### config.mk
export PLATFORM = sky130hd
export DESIGN_NAME = spi_master_arbiter
export DESIGN_NICKNAME = d
export VERILOG_FILES = /design/src/rtl/spi_master_arbiter.sv
export SDC_FILE = /design/constraint.sdc
export NUM_CORES = 1
export LEC_CHECK = 0
export CAP_MARGIN = 20
export CORE_ASPECT_RATIO = 0.7
export CORE_MARGIN = 2
export CORE_UTILIZATION = 42
export CTS_BUF_LIST = sky130_fd_sc_hd__clkbuf_8 sky130_fd_sc_hd__clkbuf_16
export DETAILED_ROUTE_END_ITERATION = 10
export MAX_ROUTING_LAYER = met4
export PLACE_DENSITY = 0.95
export SYNTH_ARGS = -nofsm -noshare
export SYNTH_HDL_FRONTEND = slang
export SYNTH_SLANG_ARGS = --single-unit
### constraint.sdc
create_clock -name clk -period 4.6 [get_ports clk]
set_clock_uncertainty 0.15 [all_clocks]
set_input_delay 0.69 -clock clk [delete_from_list [all_inputs] [get_ports clk]]
set_output_delay 0.69 -clock clk [all_outputs]
set_load 0.05 [all_outputs]
### src/rtl/spi_master_arbiter.sv
`default_nettype none
// +------------------------------------------------------------------------+
// | spi_master_arbiter                                                     |
// | Two-requester round-robin front end for an SPI master control port.    |
// | Optional abort-on-timeout when SPI_ARB_TIMEOUT_EN is defined.          |
// | Revision: 1.0                                                          |
// +------------------------------------------------------------------------+
module spi_master_arbiter #(
    parameter int TIMEOUT_CYCLES = 64
) (
    input  logic       clk,
    input  logic       rst,
    input  logic [1:0] req,
    input  logic [7:0] tx0,
    input  logic [7:0] tx1,
    input  logic [1:0] sel0,
    input  logic [1:0] sel1,
    output logic [1:0] ack,
    output logic [7:0] rx_data,
    output logic [1:0] err,
    output logic [7:0] m_toXmit,
    output logic       m_strobe,
    output logic [1:0] m_ss,
    input  logic [7:0] m_Rcvd,
    input  logic       m_Ready,
    input  logic       m_XmitFull,
    input  logic       m_busy
);

    typedef enum logic [1:0] {
        S_IDLE  = 2'd0,
        S_ISSUE = 2'd1,
        S_WAIT  = 2'd2
    } state_t;

    state_t     r_state, w_state_nxt;
    logic       r_id, w_id_nxt;
    logic       r_last, w_last_nxt;
    logic       w_grant;
    logic [1:0] w_elig;
    logic [7:0] w_toxmit_nxt, w_rx_nxt;
    logic       w_strobe_nxt;
    logic [1:0] w_ss_nxt, w_ack_nxt;

    // Zero-cycle timeout is meaningless; parameter kept referenced in every build.
    if (TIMEOUT_CYCLES < 1) begin : g_param_guard
    end

`ifdef SPI_ARB_TIMEOUT_EN
    localparam int c_CNT_W = $clog2(TIMEOUT_CYCLES + 1);
    logic [c_CNT_W-1:0] r_cnt;
    logic [1:0]         r_err, w_err_nxt;
    logic               w_timeout;

    assign w_timeout = (r_state != S_IDLE) &&
                       (r_cnt == c_CNT_W'(TIMEOUT_CYCLES - 1));
    assign err       = r_err;
`else
    assign err = 2'b00;
`endif

    // A requester is not re-eligible during its own ack cycle.
    assign w_elig[0] = req[0] && (sel0 != 2'b00) && !ack[0];
    assign w_elig[1] = req[1] && (sel1 != 2'b00) && !ack[1];
    assign w_grant   = (w_elig == 2'b11) ? ~r_last : w_elig[1];

    always_comb begin
        w_state_nxt  = r_state;
        w_id_nxt     = r_id;
        w_last_nxt   = r_last;
        w_toxmit_nxt = m_toXmit;
        w_rx_nxt     = rx_data;
        w_strobe_nxt = 1'b0;
        w_ss_nxt     = m_ss;
        w_ack_nxt    = 2'b00;
`ifdef SPI_ARB_TIMEOUT_EN
        w_err_nxt    = 2'b00;
`endif
        case (r_state)
            S_IDLE: begin
                w_ss_nxt = 2'b00;
                if (|w_elig) begin
                    w_id_nxt     = w_grant;
                    w_toxmit_nxt = w_grant ? tx1 : tx0;
                    w_ss_nxt     = w_grant ? sel1 : sel0;
                    w_state_nxt  = S_ISSUE;
                end
            end
            S_ISSUE: begin
`ifdef SPI_ARB_TIMEOUT_EN
                if (w_timeout) begin
                    w_ack_nxt   = r_id ? 2'b10 : 2'b01;
                    w_err_nxt   = r_id ? 2'b10 : 2'b01;
                    w_rx_nxt    = 8'hFF;
                    w_ss_nxt    = 2'b00;
                    w_last_nxt  = r_id;
                    w_state_nxt = S_IDLE;
                end else
`endif
                if (!m_busy && !m_XmitFull) begin
                    w_strobe_nxt = 1'b1;
                    w_state_nxt  = S_WAIT;
                end
            end
            S_WAIT: begin
                // Completion wins over a coincident timeout.
                if (m_Ready) begin
                    w_ack_nxt   = r_id ? 2'b10 : 2'b01;
                    w_rx_nxt    = m_Rcvd;
                    w_ss_nxt    = 2'b00;
                    w_last_nxt  = r_id;
                    w_state_nxt = S_IDLE;
                end
`ifdef SPI_ARB_TIMEOUT_EN
                else if (w_timeout) begin
                    w_ack_nxt   = r_id ? 2'b10 : 2'b01;
                    w_err_nxt   = r_id ? 2'b10 : 2'b01;
                    w_rx_nxt    = 8'hFF;
                    w_ss_nxt    = 2'b00;
                    w_last_nxt  = r_id;
                    w_state_nxt = S_IDLE;
                end
`endif
            end
            default: begin
                w_ss_nxt    = 2'b00;
                w_state_nxt = S_IDLE;
            end
        endcase
    end

    // r_last resets to 1 so requester 0 wins the first tie.
    always_ff @(posedge clk or posedge rst) begin
        if (rst) begin
            r_state  <= S_IDLE;
            r_id     <= 1'b0;
            r_last   <= 1'b1;
            m_toXmit <= 8'h00;
            m_strobe <= 1'b0;
            m_ss     <= 2'b00;
            ack      <= 2'b00;
            rx_data  <= 8'h00;
        end else begin
            r_state  <= w_state_nxt;
            r_id     <= w_id_nxt;
            r_last   <= w_last_nxt;
            m_toXmit <= w_toxmit_nxt;
            m_strobe <= w_strobe_nxt;
            m_ss     <= w_ss_nxt;
            ack      <= w_ack_nxt;
            rx_data  <= w_rx_nxt;
        end
    end

`ifdef SPI_ARB_TIMEOUT_EN
    always_ff @(posedge clk or posedge rst) begin
        if (rst) begin
            r_cnt <= '0;
            r_err <= 2'b00;
        end else begin
            r_err <= w_err_nxt;
            if (r_state == S_IDLE)
                r_cnt <= '0;
            else
                r_cnt <= r_cnt + c_CNT_W'(1);
        end
    end
`endif

endmodule
`default_nettype wire
After elaboration in Yosys (flattened, before gate mapping):

Cells that the tools add are included.

* equality and inequality tests: 6
* muxes and demuxes: 14
* bitwise logic cells: 2
* reduce and logical (&&, ||, !) cells: 17

Operators by type and width (count)
* $mux 2: 8
* $pmux 2 s3: 2
* $mux 8: 1
* $ne 2x2->1 const B: 3
* $reduce_and 2->1: 3
* $logic_and 1x1->1: 5
* $eq 2x2->1 const B: 2
* $logic_not 1->1: 4
* $reduce_bool 2->1: 2
* $mux 1: 3
* $reduce_and 3->1: 1
* $eq 2x1->1 const B: 1
* $logic_not 2->1: 1
* $not 1->1: 2
* $reduce_or 2->1: 1

* bits of input ports: 35
* word-level logic and storage cells: 47
* flip-flop bits (word level): 25
* output and inout port bits: 23

Logic depth before layout (Yosys ltp):

* word-level depth: 8
* gate-level depth with buffers: 4
* gate-level depth less buffers: 4

Worst setup path after synthesis:

Ideal clock, no wire load.

* path type: input -> register
* start point: input sel0[1]
* end point: register m_toXmit[0]
* slack: 2.406 ns
* arrival time: 1.919 ns
* cell stages on the path: 4
* path through: nor2_1 or3b_4 a211oi_4 mux2_2

* cells in the longest elaborated chain, start to end: 6

Ends and longest elaborated chain
* start, declared: line 16 `input logic [1:0] sel0,`
* $reduce_bool 2->1 *: line 63 `assign w_elig[0] = req[0] && (sel0 != 2'b00) && !ack[0];`
* $logic_and 1x1->1 * (2 in a row): line 63
* $eq 2x2->1: line 65 `assign w_grant = (w_elig == 2'b11) ? ~r_last : w_elig[1];`
* $mux 1: line 65
* $mux 8: line 84 `w_toxmit_nxt = w_grant ? tx1 : tx0;`
* end signal, assigned: line 147 `m_toXmit <= w_toxmit_nxt;`
* end, declared: line 21 `output logic [7:0] m_toXmit,`

Mark *: on every way between the ends. The rest lies on a longest branch, timed or not.
A chain may end at the register's enable or synchronous reset.

Worst setup path after layout:

* start point: input sel0[1]
* end point: register m_toXmit[5]

The elaborated chain is that of the path after synthesis.

==> results.md <==
- Status: completed
- Post-synth top area share: 52.12%
- Cell Area, Synth: 1152 um2
- Number of synthesized flops with an enable pin: 0
- Largest stage delay, worst path: 0.53 ns
- Postcts setup bufs: 0
- Worst Tran Pin Value: 0.8958 ns
- Flop-to-flop setup slack: 2.44 ns
- First-pass GRT wire length: 4.581 mm
- Die H: 47.83 um
- WHS: 0.3107 ns
- Routed Antenna Nets: 0
- Synth Warn #: 0
- Initial DRT Pass Iterations: 4
- H-tree Lvls: 1
- Fin worst setup slack: 1.934 ns
- Fillers: 175
- Drt drc: 0
- Ys flop type: dfrtp_1
- Core Area: 2534 um2
- Initial antenna violation count: 0
- CTS root buf: clkbuf_8
- Initial DRC count: 27
- Sequential Area: 626.9 um2
- Clock slew at reported path FFs: 0.08 ns
- CP endpoint: m_toXmit[5]
- Period utilization: 57.95%
- Sink Count: 25
- Per-cell routed wire length: 16.02 um
- Worst EP required: 4.60 ns
- Most frequent cells after synthesis: dfrtp_1 (24), mux2_2 (24), a21oi_1 (4), inv_1 (4), nor2_1 (4)
- Worst R2R End: m_toXmit[5]
- Routed vias/inst: 5.302
- DP Wirelength: 2.313 mm
- Mean post-synth cell area: 13.09 um2
- Initial core utilization: 45.48%
- Fin. Hold Viols: 0
- Critical-path top delay cell: clkdlybuf4s50_1
- Final number of setup-violating endpoints: 0
- Final min period: 2.666 ns
- FMAX: 0.3752 GHz
- Setup TNS: 0 ns
- Non-filler cells, final: 179
- Max IR drop VDD: 0.2974 mV
- Post-Synthesis Cells: 88
- Slew Limit Fails: 0
- Die ar.: 3185 um2
- Gp weighted congestion: 0.8785
- #FFs+latches synth: 25
- Worst path cell trace: clkdlybuf4s50_1 > nor2_1 > or3b_4 > a211oi_4 > mux2_2
- Lkg Pwr: 0.7389 nW
- Hold Path Class: flip-flop to flip-flop
- Unrepaired setup endpoints after global routing: no
- Relative slew margins: 40.22%
- Critical Path AT: 2.67 ns
- Setup Crit Path Kind: primary input to flip-flop
- Setup slack at placement: 1.665 ns
- I/O pin cnt: 58
- Worst R2R Start: ack[1]
- Asr flop ratio synth: 100.0%
- Fraction of layout cells with a size suffix above 1: 22.07%
- Origin of the worst setup path: sel0[1]
- Largest net degree at the start of global routing: 26
- Number of diodes: 0
- Synth area leader: dfrtp_1
- Placed insts: 175
- Post-synthesis sequential area ratio: 54.40%
- CTS Buf Count: 3
- Multi-input gate area: 495.5 um2
- I/O Buffers: 55
- Total GRT Usage: 21.29%
- Area grow syn2layout: 54.07%
- Routed WL: 2.868 mm
- Cell Pwr Density: 674.3 nW/um2
- Post-cts hold buffer count: 0
- Fin nets: 181
- Post_cts resized: 0
- Clk_lat worst skew: 0.26 ns
- Number of max-cap violations: 0
- Via count: 949
- TritonCTS clock tree: done
- Total Power: 1.197 mW
- Nature of the critical path startpoint: primary input
- Grt total ovfl: 0
- Number of global-route vias before repair: 959
- Die W: 66.61 um
- Worst r2r path cells: 4
- CTS Buffer Depth: 2
- Synth area leaders: dfrtp_1 (52%), mux2_2 (23%), dfstp_2 (2.3%), a211oi_4 (1.7%), a21oi_1 (1.7%)
- Row count: 15
- Number of distinct library cells after synthesis: 26
- Crit path max fanout: 9
- Worst Setup End Kind: flip-flop
-- report_power, final --
group	leakage (nW)	total, mW	internal [mW]	switching (mW)
combinational	0.405	0.690	0.270	0.420
clock	0.0269	0.124	0.0596	0.0640
sequential	0.307	0.383	0.319	0.0643
total	0.739	1.20	0.649	0.548
-- placed cells by master, fill, tap and decap left out --
cell and instances:
a21oi_1 4, o221ai_2 1, and2b_1 1, and3b_1 1
dfstp_2 1, o32ai_1 2, nand3_1 2, o21ai_0 2
clkdlybuf4s50_1 55, nand3b_1 2, nor3_1 1, conb_1 2
a21o_1 1, dfrtp_1 24, a211oi_4 1, clkbuf_8 3
a211o_2 1, mux2i_1 1, nor2_1 4, nand2_1 2
o21bai_1 1, mux2_2 24, nand2b_1 2, o21a_1 1
inv_1 5, or3b_4 1
-- how the worst min path moves through the flow --
stage          from     end  slack (ns)  cells past startpoint
2_1_floorplan  r_id  ack[0]        0.25                      1
3_3_place_gp   r_id  ack[0]        0.26                      1
3_5_place_dp   r_id  ack[0]        0.31                      1
4_1_cts        r_id  ack[0]        0.32                      1
5_1_grt        r_id  ack[0]        0.33                      1
6_report       r_id  ack[0]        0.31                      1
-- area by class of cell --
type / instances / share of cell area, %
timing repair buffer: 55 / 31.01
inverter: 4 / 0.8457
clock inverter: 1 / 0.2114
sequential: 25 / 35.31
tap: 34 / 2.396
clock buffer: 3 / 2.326
multi-input combinational: 57 / 27.91
-- cells by family after synthesis --
| kind of cell | after synthesis | share of synthesized area [%] |
|---|---|---|
| compound gates | 14 | 9.990 |
| buf+inv | 7 | 2.931 |
| flops | 25 | 54.40 |
| mux | 25 | 24.32 |
| other cells | 1 | 0.3254 |
| simple gates | 16 | 8.034 |
-- through the flow --
step                      util, %  cell area [um2]
final                       70.07             1775
after global routing        70.07             1775
after CTS                   70.07             1775
after detailed placement    68.30             1730
after global placement      68.30             1730
after floorplan                 -             1156
-- layer usage --
metal	track usage (%)	part of all wire (%)	routed length, um
met5	-	0	0
met4	12.24	3.8	108
met3	4.000	6.2	178
met2	39.80	52	1487
met1	21.75	38	1093
-- state kept, by name (all words and copies together), names as in the netlist --
signal,cells
ack,2
m_ss,2
m_strobe,1
m_toXmit,8
r_id,1
r_last,1
r_state,2
rx_data,8
-- critical path, delay by kind of cell --
family / cells / cell delay (ns)
AND/OR/NAND/NOR: 2 / 0.49
multiplexers: 1 / 0.41
AO/OA/AOI/OAI: 1 / 0.53
buffers and inverters: 1 / 0.53
(Power assumes the default switching activity.)
